===== src/rtl/conv1d_kernel_sequencer_if.sv =====
// Bus bundle for conv1d_kernel_sequencer: weight writes, sample stream,
// MAC array drive/return and result stream.
interface conv1d_kernel_sequencer_if;
  localparam int unsigned DW = 8;
  localparam int unsigned AW = 16;

  logic          wr_en;
  logic          wr_ready;
  logic [1:0]    wr_kernel;
  logic [3:0]    wr_idx;
  logic [DW-1:0] wr_data;

  logic          x_valid;
  logic          x_ready;
  logic [DW-1:0] x_data;
  logic          x_last;

  logic          mac_clear;
  logic          mac_valid;
  logic [DW-1:0] mac_x;
  logic [DW-1:0] mac_w_1, mac_w_2, mac_w_3, mac_w_4;
  logic [AW-1:0] mac_out_1, mac_out_2, mac_out_3, mac_out_4;

  logic          y_valid;
  logic          y_ready;
  logic          y_last;
  logic [AW-1:0] y_1, y_2, y_3, y_4;

  modport slave (
    input  wr_en, wr_kernel, wr_idx, wr_data,
    input  x_valid, x_data, x_last,
    input  mac_out_1, mac_out_2, mac_out_3, mac_out_4,
    input  y_ready,
    output wr_ready, x_ready,
    output mac_clear, mac_valid, mac_x, mac_w_1, mac_w_2, mac_w_3, mac_w_4,
    output y_valid, y_last, y_1, y_2, y_3, y_4
  );

  modport master (
    output wr_en, wr_kernel, wr_idx, wr_data,
    output x_valid, x_data, x_last,
    output mac_out_1, mac_out_2, mac_out_3, mac_out_4,
    output y_ready,
    input  wr_ready, x_ready,
    input  mac_clear, mac_valid, mac_x, mac_w_1, mac_w_2, mac_w_3, mac_w_4,
    input  y_valid, y_last, y_1, y_2, y_3, y_4
  );
endinterface


===== src/rtl/conv1d_kernel_sequencer.sv =====
// Sequencer for a 4-MAC 1-D convolution array: holds kernels and a sliding window,
// drives clear + KLEN beats per window. Define CONV_RELU_EN to clamp results at zero.
module conv1d_kernel_sequencer #(
  parameter int unsigned KLEN    = 3,
  parameter int unsigned MAC_LAT = 1
) (
  input logic clk,
  input logic rst,
  conv1d_kernel_sequencer_if.slave bus
);
  localparam int unsigned IW = $clog2(KLEN);
  localparam int unsigned CW = $clog2(KLEN + 1);
  localparam int unsigned DCW = 3;

  typedef enum logic [2:0] {FILL, CLEAR, ISSUE, DRAIN, OUTPUT} state_t;

  state_t            state;
  logic signed [7:0] kern [4][KLEN];
  logic signed [7:0] win [KLEN];
  logic [CW-1:0]     count;
  logic [IW-1:0]     k;
  logic [DCW-1:0]    dcnt;
  logic              frame_end;
  logic [7:0]        w_q [4];
  logic [15:0]       y_q [4];

  assign bus.mac_w_1 = w_q[0];
  assign bus.mac_w_2 = w_q[1];
  assign bus.mac_w_3 = w_q[2];
  assign bus.mac_w_4 = w_q[3];
  assign bus.y_1     = y_q[0];
  assign bus.y_2     = y_q[1];
  assign bus.y_3     = y_q[2];
  assign bus.y_4     = y_q[3];

  function automatic logic [15:0] post(input logic [15:0] v);
`ifdef CONV_RELU_EN
    post = v[15] ? 16'h0000 : v;
`else
    post = v;
`endif
  endfunction

  always_ff @(posedge clk) begin
    if (rst) begin
      state         <= FILL;
      count         <= '0;
      k             <= '0;
      dcnt          <= '0;
      frame_end     <= 1'b0;
      bus.wr_ready  <= 1'b1;
      bus.x_ready   <= 1'b1;
      bus.mac_clear <= 1'b0;
      bus.mac_valid <= 1'b0;
      bus.mac_x     <= '0;
      bus.y_valid   <= 1'b0;
      bus.y_last    <= 1'b0;
      for (int n = 0; n < 4; n++) begin
        w_q[n] <= '0;
        y_q[n] <= '0;
        for (int t = 0; t < KLEN; t++) kern[n][t] <= '0;
      end
      for (int t = 0; t < KLEN; t++) win[t] <= '0;
    end else begin
      case (state)
        FILL: begin
          // writes are only accepted here, so weights never move under a window
          if (bus.wr_en && bus.wr_ready && (32'(bus.wr_idx) < KLEN))
            kern[bus.wr_kernel][IW'(bus.wr_idx)] <= bus.wr_data;
          if (bus.x_valid && bus.x_ready) begin
            for (int t = 0; t < KLEN - 1; t++) win[t] <= win[t+1];
            win[KLEN-1] <= bus.x_data;
            frame_end   <= bus.x_last;
            if (count == CW'(KLEN - 1)) begin
              count         <= CW'(KLEN);
              state         <= CLEAR;
              bus.x_ready   <= 1'b0;
              bus.wr_ready  <= 1'b0;
              bus.mac_clear <= 1'b1;
            end else if (bus.x_last) begin
              count <= '0;
            end else begin
              count <= count + CW'(1);
            end
          end
        end
        CLEAR: begin
          bus.mac_clear <= 1'b0;
          bus.mac_valid <= 1'b1;
          bus.mac_x     <= win[0];
          for (int n = 0; n < 4; n++) w_q[n] <= kern[n][0];
          k     <= '0;
          state <= ISSUE;
        end
        ISSUE: begin
          if (k == IW'(KLEN - 1)) begin
            bus.mac_valid <= 1'b0;
            bus.mac_x     <= '0;
            for (int n = 0; n < 4; n++) w_q[n] <= '0;
            dcnt  <= '0;
            state <= DRAIN;
          end else begin
            k         <= k + IW'(1);
            bus.mac_x <= win[k + IW'(1)];
            for (int n = 0; n < 4; n++) w_q[n] <= kern[n][k + IW'(1)];
          end
        end
        DRAIN: begin
          // mac_out is stable by the end of the last drain cycle
          if (dcnt == DCW'(MAC_LAT - 1)) begin
            y_q[0]      <= post(bus.mac_out_1);
            y_q[1]      <= post(bus.mac_out_2);
            y_q[2]      <= post(bus.mac_out_3);
            y_q[3]      <= post(bus.mac_out_4);
            bus.y_last  <= frame_end;
            bus.y_valid <= 1'b1;
            state       <= OUTPUT;
          end else begin
            dcnt <= dcnt + DCW'(1);
          end
        end
        OUTPUT: begin
          if (bus.y_ready) begin
            bus.y_valid  <= 1'b0;
            count        <= frame_end ? '0 : CW'(KLEN - 1);
            bus.x_ready  <= 1'b1;
            bus.wr_ready <= 1'b1;
            state        <= FILL;
          end
        end
        default: state <= FILL;
      endcase
    end
  end
endmodule


===== src/flat_wrapper.sv =====
// flat-port wrapper written by rule: the top's interface ports become plain ports
module conv1d_kernel_sequencer_flat 
#(
  parameter int unsigned KLEN    = 3,
  parameter int unsigned MAC_LAT = 1
)
  (clk, rst, bus_wr_en, bus_wr_kernel, bus_wr_idx, bus_wr_data, bus_x_valid, bus_x_data, bus_x_last, bus_mac_out_1, bus_mac_out_2, bus_mac_out_3, bus_mac_out_4, bus_y_ready, bus_wr_ready, bus_x_ready, bus_mac_clear, bus_mac_valid, bus_mac_x, bus_mac_w_1, bus_mac_w_2, bus_mac_w_3, bus_mac_w_4, bus_y_valid, bus_y_last, bus_y_1, bus_y_2, bus_y_3, bus_y_4);
  conv1d_kernel_sequencer_if bus_i ();
  input logic clk;
  input logic rst;
  input wire logic [$bits(bus_i.wr_en)-1:0] bus_wr_en;
  input wire logic [$bits(bus_i.wr_kernel)-1:0] bus_wr_kernel;
  input wire logic [$bits(bus_i.wr_idx)-1:0] bus_wr_idx;
  input wire logic [$bits(bus_i.wr_data)-1:0] bus_wr_data;
  input wire logic [$bits(bus_i.x_valid)-1:0] bus_x_valid;
  input wire logic [$bits(bus_i.x_data)-1:0] bus_x_data;
  input wire logic [$bits(bus_i.x_last)-1:0] bus_x_last;
  input wire logic [$bits(bus_i.mac_out_1)-1:0] bus_mac_out_1;
  input wire logic [$bits(bus_i.mac_out_2)-1:0] bus_mac_out_2;
  input wire logic [$bits(bus_i.mac_out_3)-1:0] bus_mac_out_3;
  input wire logic [$bits(bus_i.mac_out_4)-1:0] bus_mac_out_4;
  input wire logic [$bits(bus_i.y_ready)-1:0] bus_y_ready;
  output wire logic [$bits(bus_i.wr_ready)-1:0] bus_wr_ready;
  output wire logic [$bits(bus_i.x_ready)-1:0] bus_x_ready;
  output wire logic [$bits(bus_i.mac_clear)-1:0] bus_mac_clear;
  output wire logic [$bits(bus_i.mac_valid)-1:0] bus_mac_valid;
  output wire logic [$bits(bus_i.mac_x)-1:0] bus_mac_x;
  output wire logic [$bits(bus_i.mac_w_1)-1:0] bus_mac_w_1;
  output wire logic [$bits(bus_i.mac_w_2)-1:0] bus_mac_w_2;
  output wire logic [$bits(bus_i.mac_w_3)-1:0] bus_mac_w_3;
  output wire logic [$bits(bus_i.mac_w_4)-1:0] bus_mac_w_4;
  output wire logic [$bits(bus_i.y_valid)-1:0] bus_y_valid;
  output wire logic [$bits(bus_i.y_last)-1:0] bus_y_last;
  output wire logic [$bits(bus_i.y_1)-1:0] bus_y_1;
  output wire logic [$bits(bus_i.y_2)-1:0] bus_y_2;
  output wire logic [$bits(bus_i.y_3)-1:0] bus_y_3;
  output wire logic [$bits(bus_i.y_4)-1:0] bus_y_4;
  assign bus_i.wr_en = bus_wr_en;
  assign bus_i.wr_kernel = bus_wr_kernel;
  assign bus_i.wr_idx = bus_wr_idx;
  assign bus_i.wr_data = bus_wr_data;
  assign bus_i.x_valid = bus_x_valid;
  assign bus_i.x_data = bus_x_data;
  assign bus_i.x_last = bus_x_last;
  assign bus_i.mac_out_1 = bus_mac_out_1;
  assign bus_i.mac_out_2 = bus_mac_out_2;
  assign bus_i.mac_out_3 = bus_mac_out_3;
  assign bus_i.mac_out_4 = bus_mac_out_4;
  assign bus_i.y_ready = bus_y_ready;
  assign bus_wr_ready = bus_i.wr_ready;
  assign bus_x_ready = bus_i.x_ready;
  assign bus_mac_clear = bus_i.mac_clear;
  assign bus_mac_valid = bus_i.mac_valid;
  assign bus_mac_x = bus_i.mac_x;
  assign bus_mac_w_1 = bus_i.mac_w_1;
  assign bus_mac_w_2 = bus_i.mac_w_2;
  assign bus_mac_w_3 = bus_i.mac_w_3;
  assign bus_mac_w_4 = bus_i.mac_w_4;
  assign bus_y_valid = bus_i.y_valid;
  assign bus_y_last = bus_i.y_last;
  assign bus_y_1 = bus_i.y_1;
  assign bus_y_2 = bus_i.y_2;
  assign bus_y_3 = bus_i.y_3;
  assign bus_y_4 = bus_i.y_4;
  conv1d_kernel_sequencer #(.KLEN(KLEN), .MAC_LAT(MAC_LAT)) u_core (.clk(clk), .rst(rst), .bus(bus_i));
endmodule

===== config.mk =====
export PLATFORM = sky130hd
export DESIGN_NAME = conv1d_kernel_sequencer_flat
export DESIGN_NICKNAME = d
export VERILOG_FILES = /design/src/rtl/conv1d_kernel_sequencer_if.sv /design/src/rtl/conv1d_kernel_sequencer.sv /design/src/flat_wrapper.sv
export SDC_FILE = /design/constraint.sdc
export NUM_CORES = 1
export LEC_CHECK = 0
export ABC_CLOCK_PERIOD_IN_PS = 6950
export CORE_MARGIN = 5
export CORE_UTILIZATION = 50
export CTS_CLUSTER_DIAMETER = 120
export DETAILED_ROUTE_END_ITERATION = 8
export GPL_ROUTABILITY_DRIVEN = 0
export PLACE_DENSITY_LB_ADDON = 0.08
export SYNTH_ARGS = -nofsm -noshare
export SYNTH_HDL_FRONTEND = slang
export SYNTH_SLANG_ARGS = --single-unit

===== constraint.sdc =====
create_clock -name clk -period 6.95 [get_ports clk]
set_input_delay 1.39 -clock clk [delete_from_list [all_inputs] [get_ports clk]]
set_output_delay 1.39 -clock clk [all_outputs]
set_load 0.05 [all_outputs]

==> results.md <==
* run status: completed
* share of the synthesized area in the top cell type: 62.93%
* worst reg2reg setup slack: 2.31 ns
* RR Endpoint: u_core.w_q[0][16]$_DFFE_PP_
* Worst Hold Margin: 0.4806 ns
* post-synthesis cell type count: 53
* data required time of the worst path: 7.34 ns
* setup TNS: 0 ns
* Main synth FF type: edfxtp_1
* fraction of the core area covered by cells at the end of the flow: 65.91%
* detailed-routing iteration count for the pre-antenna-repair pass: 6
* number of global-route vias before repair: 6708
* most area-consuming cells after synthesis: edfxtp_1, and2_1, nor2_1
* Avg WL per Cell: 19.22 um
* Hold Crit Depth: 2
* initial standard-cell utilization of the core: 50.78%
* maximum number of pins on one net before global-route repair: 66
* count of buffers from port buffering: 201
* clock-pin slew of the registers on the worst-case setup and hold paths: 0.06 ns
* number of hold-slack violations in the final timing report: 0
* number of enable flip-flop cells after synthesis: 216
* Post-CTS Hold Fix Bufs: 0
* setup violation total in the final timing report: 0
* Cell Int Power: 2.572 mW
* worst min-delay path startpoint: u_core.bus.y_last$_SDFFE_PP0P_
* Psw: 776.1 uW
* M3 GR Usage: 4.778%
* layout filler cell count: 1554
* Hold Path Class: flip-flop to flip-flop
* highest-utilization routing layer at the global route stage: met2
* HPWL after DPL: 17.02 mm
* via total after detailed routing: 6983
* global-route wire length before repair: 38.29 mm
* post-layout power: 3.348 mW
* Critical Path Max Stage Delay: 0.92 ns
* DIE AREA: 23590 um^2
* period utilisation layout: 66.69%
* proportion of total power due to net switching: 23.18%
* All-Layer GR Usage: 20.37%
* static power due to leakage: 4.969 nW
* number of synthesis warnings: 0
* Worst Hold Endpoint: u_core.bus.y_last$_SDFFE_PP0P_
* RSZ-0062 raised after global routing: no
* met2 usage in global routing: 30.96%
* drt drc: 0
* Crit-path slowest cell: dfxtp_1
* power density relative to cell area: 250.2 nW/um^2
* count of clock tree sinks: 240
* most used cells in the layout excluding fill and tap cells: edfxtp_1, clkdlybuf4s50_1, nor2_1
* slew at the pin closest to its max-slew limit: 1.122 ns
* part of the total power dissipated in sequential elements: 49.7%
* Clock Tree Buf Depth: 3
* share of post-route cells with drive strength above 1: 7.364%
* Die H: 153.6 um
* Post-Syn Instances: 826
* Total Wirelength: 25.03 mm
* Antenna diodes: 0
* Core ar.: 20300 um^2
* part of the power in the clock network: 40.2%
* beginning of the worst register-to-register path: u_core.k[0]$_SDFFE_PP0P_
* via/cell ratio: 5.363
* clock buffers created by TritonCTS: 26
* Gates resized, CTS repair: 0
* Post-CTS Setup Inserts: 0
* worst-case headroom to the max-slew limit: 24.44%
* cells on worst reg2reg path: 8
* area growth from synthesis to layout: 29.81%
* critical path startpoint category: flip-flop
* clock tree from TritonCTS: built
* per-instance average area after synthesis: 12.48 um^2
* leftover overflow at the end of global routing: 0
* combinational share of power: 10.1%
* total placed cells including tap cells: 1254
* root buf cell: clkbuf_16
* number of non-filler instances in the completed layout: 1302
* DRT antenna net count: 0
* flop and latch count out of synthesis: 240
* number of DRC markers in iteration 0: 586
* critical path arrival: 5.03 ns
* IO Pins: 202
* Async SR Flop Fraction: 0%
* H-Tree Depth: 1
* Netlist Area Pre-Place: 10310 um^2
* cell taking the most area after synthesis: edfxtp_1
* largest fanout of any net on the critical path: 45
* Final Max Slew Viols: 0
* WS Path Type: flip-flop to flip-flop
* crit path cell chain: clkinv_1 -> ha_2 -> buf_4 -> nor2b_2 -> buf_4 -> a21oi_1 -> nor3_1 -> o22a_1
* GR Util met1: 29.66%
* Net Count, Synth: 922
* max-cap violations: 0
* CP dominant cell by count: buf_4
* std cell rows: 52
* type of destination of the critical path: flip-flop
* Max Clock Freq: 215.7 MHz
* commonest non-fill, non-tap cell in the layout: edfxtp_1
* chip width: 153.6 um
* Worst IR Drop VDD: 178.3 uV
* Clock Skew: 0.008331 ns
* net count of the finished layout: 1108
* portion of the post-synthesis area used by sequential elements: 67.59%
* latest clock arrival within the worst-skew pair: 0.52 ns
* minimum period implied by the final worst setup slack: 4.635 ns
* initial antenna violation count: 0
## state kept, by name (all words and copies together) (netlist names), 2 cells and up
register and flops:
u_core.w_q 32, u_core.k 2, u_core.y_q 64, u_core.kern 96, u_core.dcnt 3, u_core.state 3, u_core.count 2, u_core.win 24
u_core.bus.mac_x 8
## power by group through the flow
stage,sequential (mW),clock [mW],combinational (mW)
after CTS,1.66,1.37,0.339
after floorplan,1.78,0,0.0969
after global placement,1.69,0,0.336
after detailed placement,1.69,0,0.337
after global routing,1.67,1.44,0.356
final,1.66,1.35,0.338
## stage by stage
| stage | cell area, um^2 | setup slack, ns |
|---|---|---|
| floorplan | 10310 | 1.083 |
| global placement | 12530 | 2.500 |
| detailed placement | 12530 | 2.268 |
| CTS | 13380 | 2.281 |
| global route | 13380 | 2.011 |
| finish | 13380 | 2.315 |
## cell type report
class / count / area, um^2 / area share, %
sequential: 240 / 6967 / 52.07
multi-input combinational: 525 / 3114 / 23.27
timing repair buffer: 210 / 2079 / 15.54
clock buffer: 35 / 735.7 / 5.498
tap: 270 / 337.8 / 2.525
clock inverter: 13 / 112.6 / 0.8416
inverter: 9 / 33.78 / 0.2525
## critical path: cells and delay by family (launching register included)
kind | cells | cell delay, ns
fa+ha+maj | 1 | 0.63
simple gates | 2 | 0.93
flops | 1 | 0.92
buf+inv | 3 | 1.80
compound gates | 2 | 0.23
## cell usage after synthesis, types with 7 or more instances
cell	instances
a21o_1	7
nor3_1	20
a21oi_1	44
and2_1	112
inv_1	8
nand3_1	7
dfxtp_1	24
o2bb2ai_1	24
nand2_1	51
o21ai_0	22
clkbuf_1	31
edfxtp_1	216
nor2_1	132
mux2_2	7
a211oi_1	9
or2_2	7
mux2i_1	27
buf_2	14
o22a_1	7
## cells by family after synthesis
family / Yosys count / synth area share, %
buffers and inverters: 61 / 2.428
XOR/XNOR: 1 / 0.08499
flip-flops: 240 / 67.59
multiplexers: 34 / 3.387
AND/OR/NAND/NOR: 356 / 17.64
AO/OA/AOI/OAI: 130 / 8.388
adder cells (fa/ha/maj): 4 / 0.4856
## metal layers
layer  part of all wire (%)  vias up
met3                    9.9       40
met4                    1.9        0
met1                     44     3254
li1                       -     3333
met2                     44      356
met5                      0        -
## how the worst max path moves through the flow
stage                                start  slack [ns]                              to
5_1_grt           u_core.k[0]$_SDFFE_PP0P_        2.01     u_core.w_q[0][16]$_DFFE_PP_
3_3_place_gp      u_core.k[0]$_SDFFE_PP0P_        2.50     u_core.w_q[0][21]$_DFFE_PP_
3_5_place_dp      u_core.k[0]$_SDFFE_PP0P_        2.27     u_core.w_q[0][16]$_DFFE_PP_
2_1_floorplan  u_core.dcnt[0]$_SDFFE_PP0P_        1.08  u_core.y_q[0][0]$_SDFFCE_PN0P_
4_1_cts           u_core.k[0]$_SDFFE_PP0P_        2.28     u_core.w_q[0][16]$_DFFE_PP_
6_report          u_core.k[0]$_SDFFE_PP0P_        2.31     u_core.w_q[0][16]$_DFFE_PP_
Note: power is estimated with default switching activity, not from simulation.
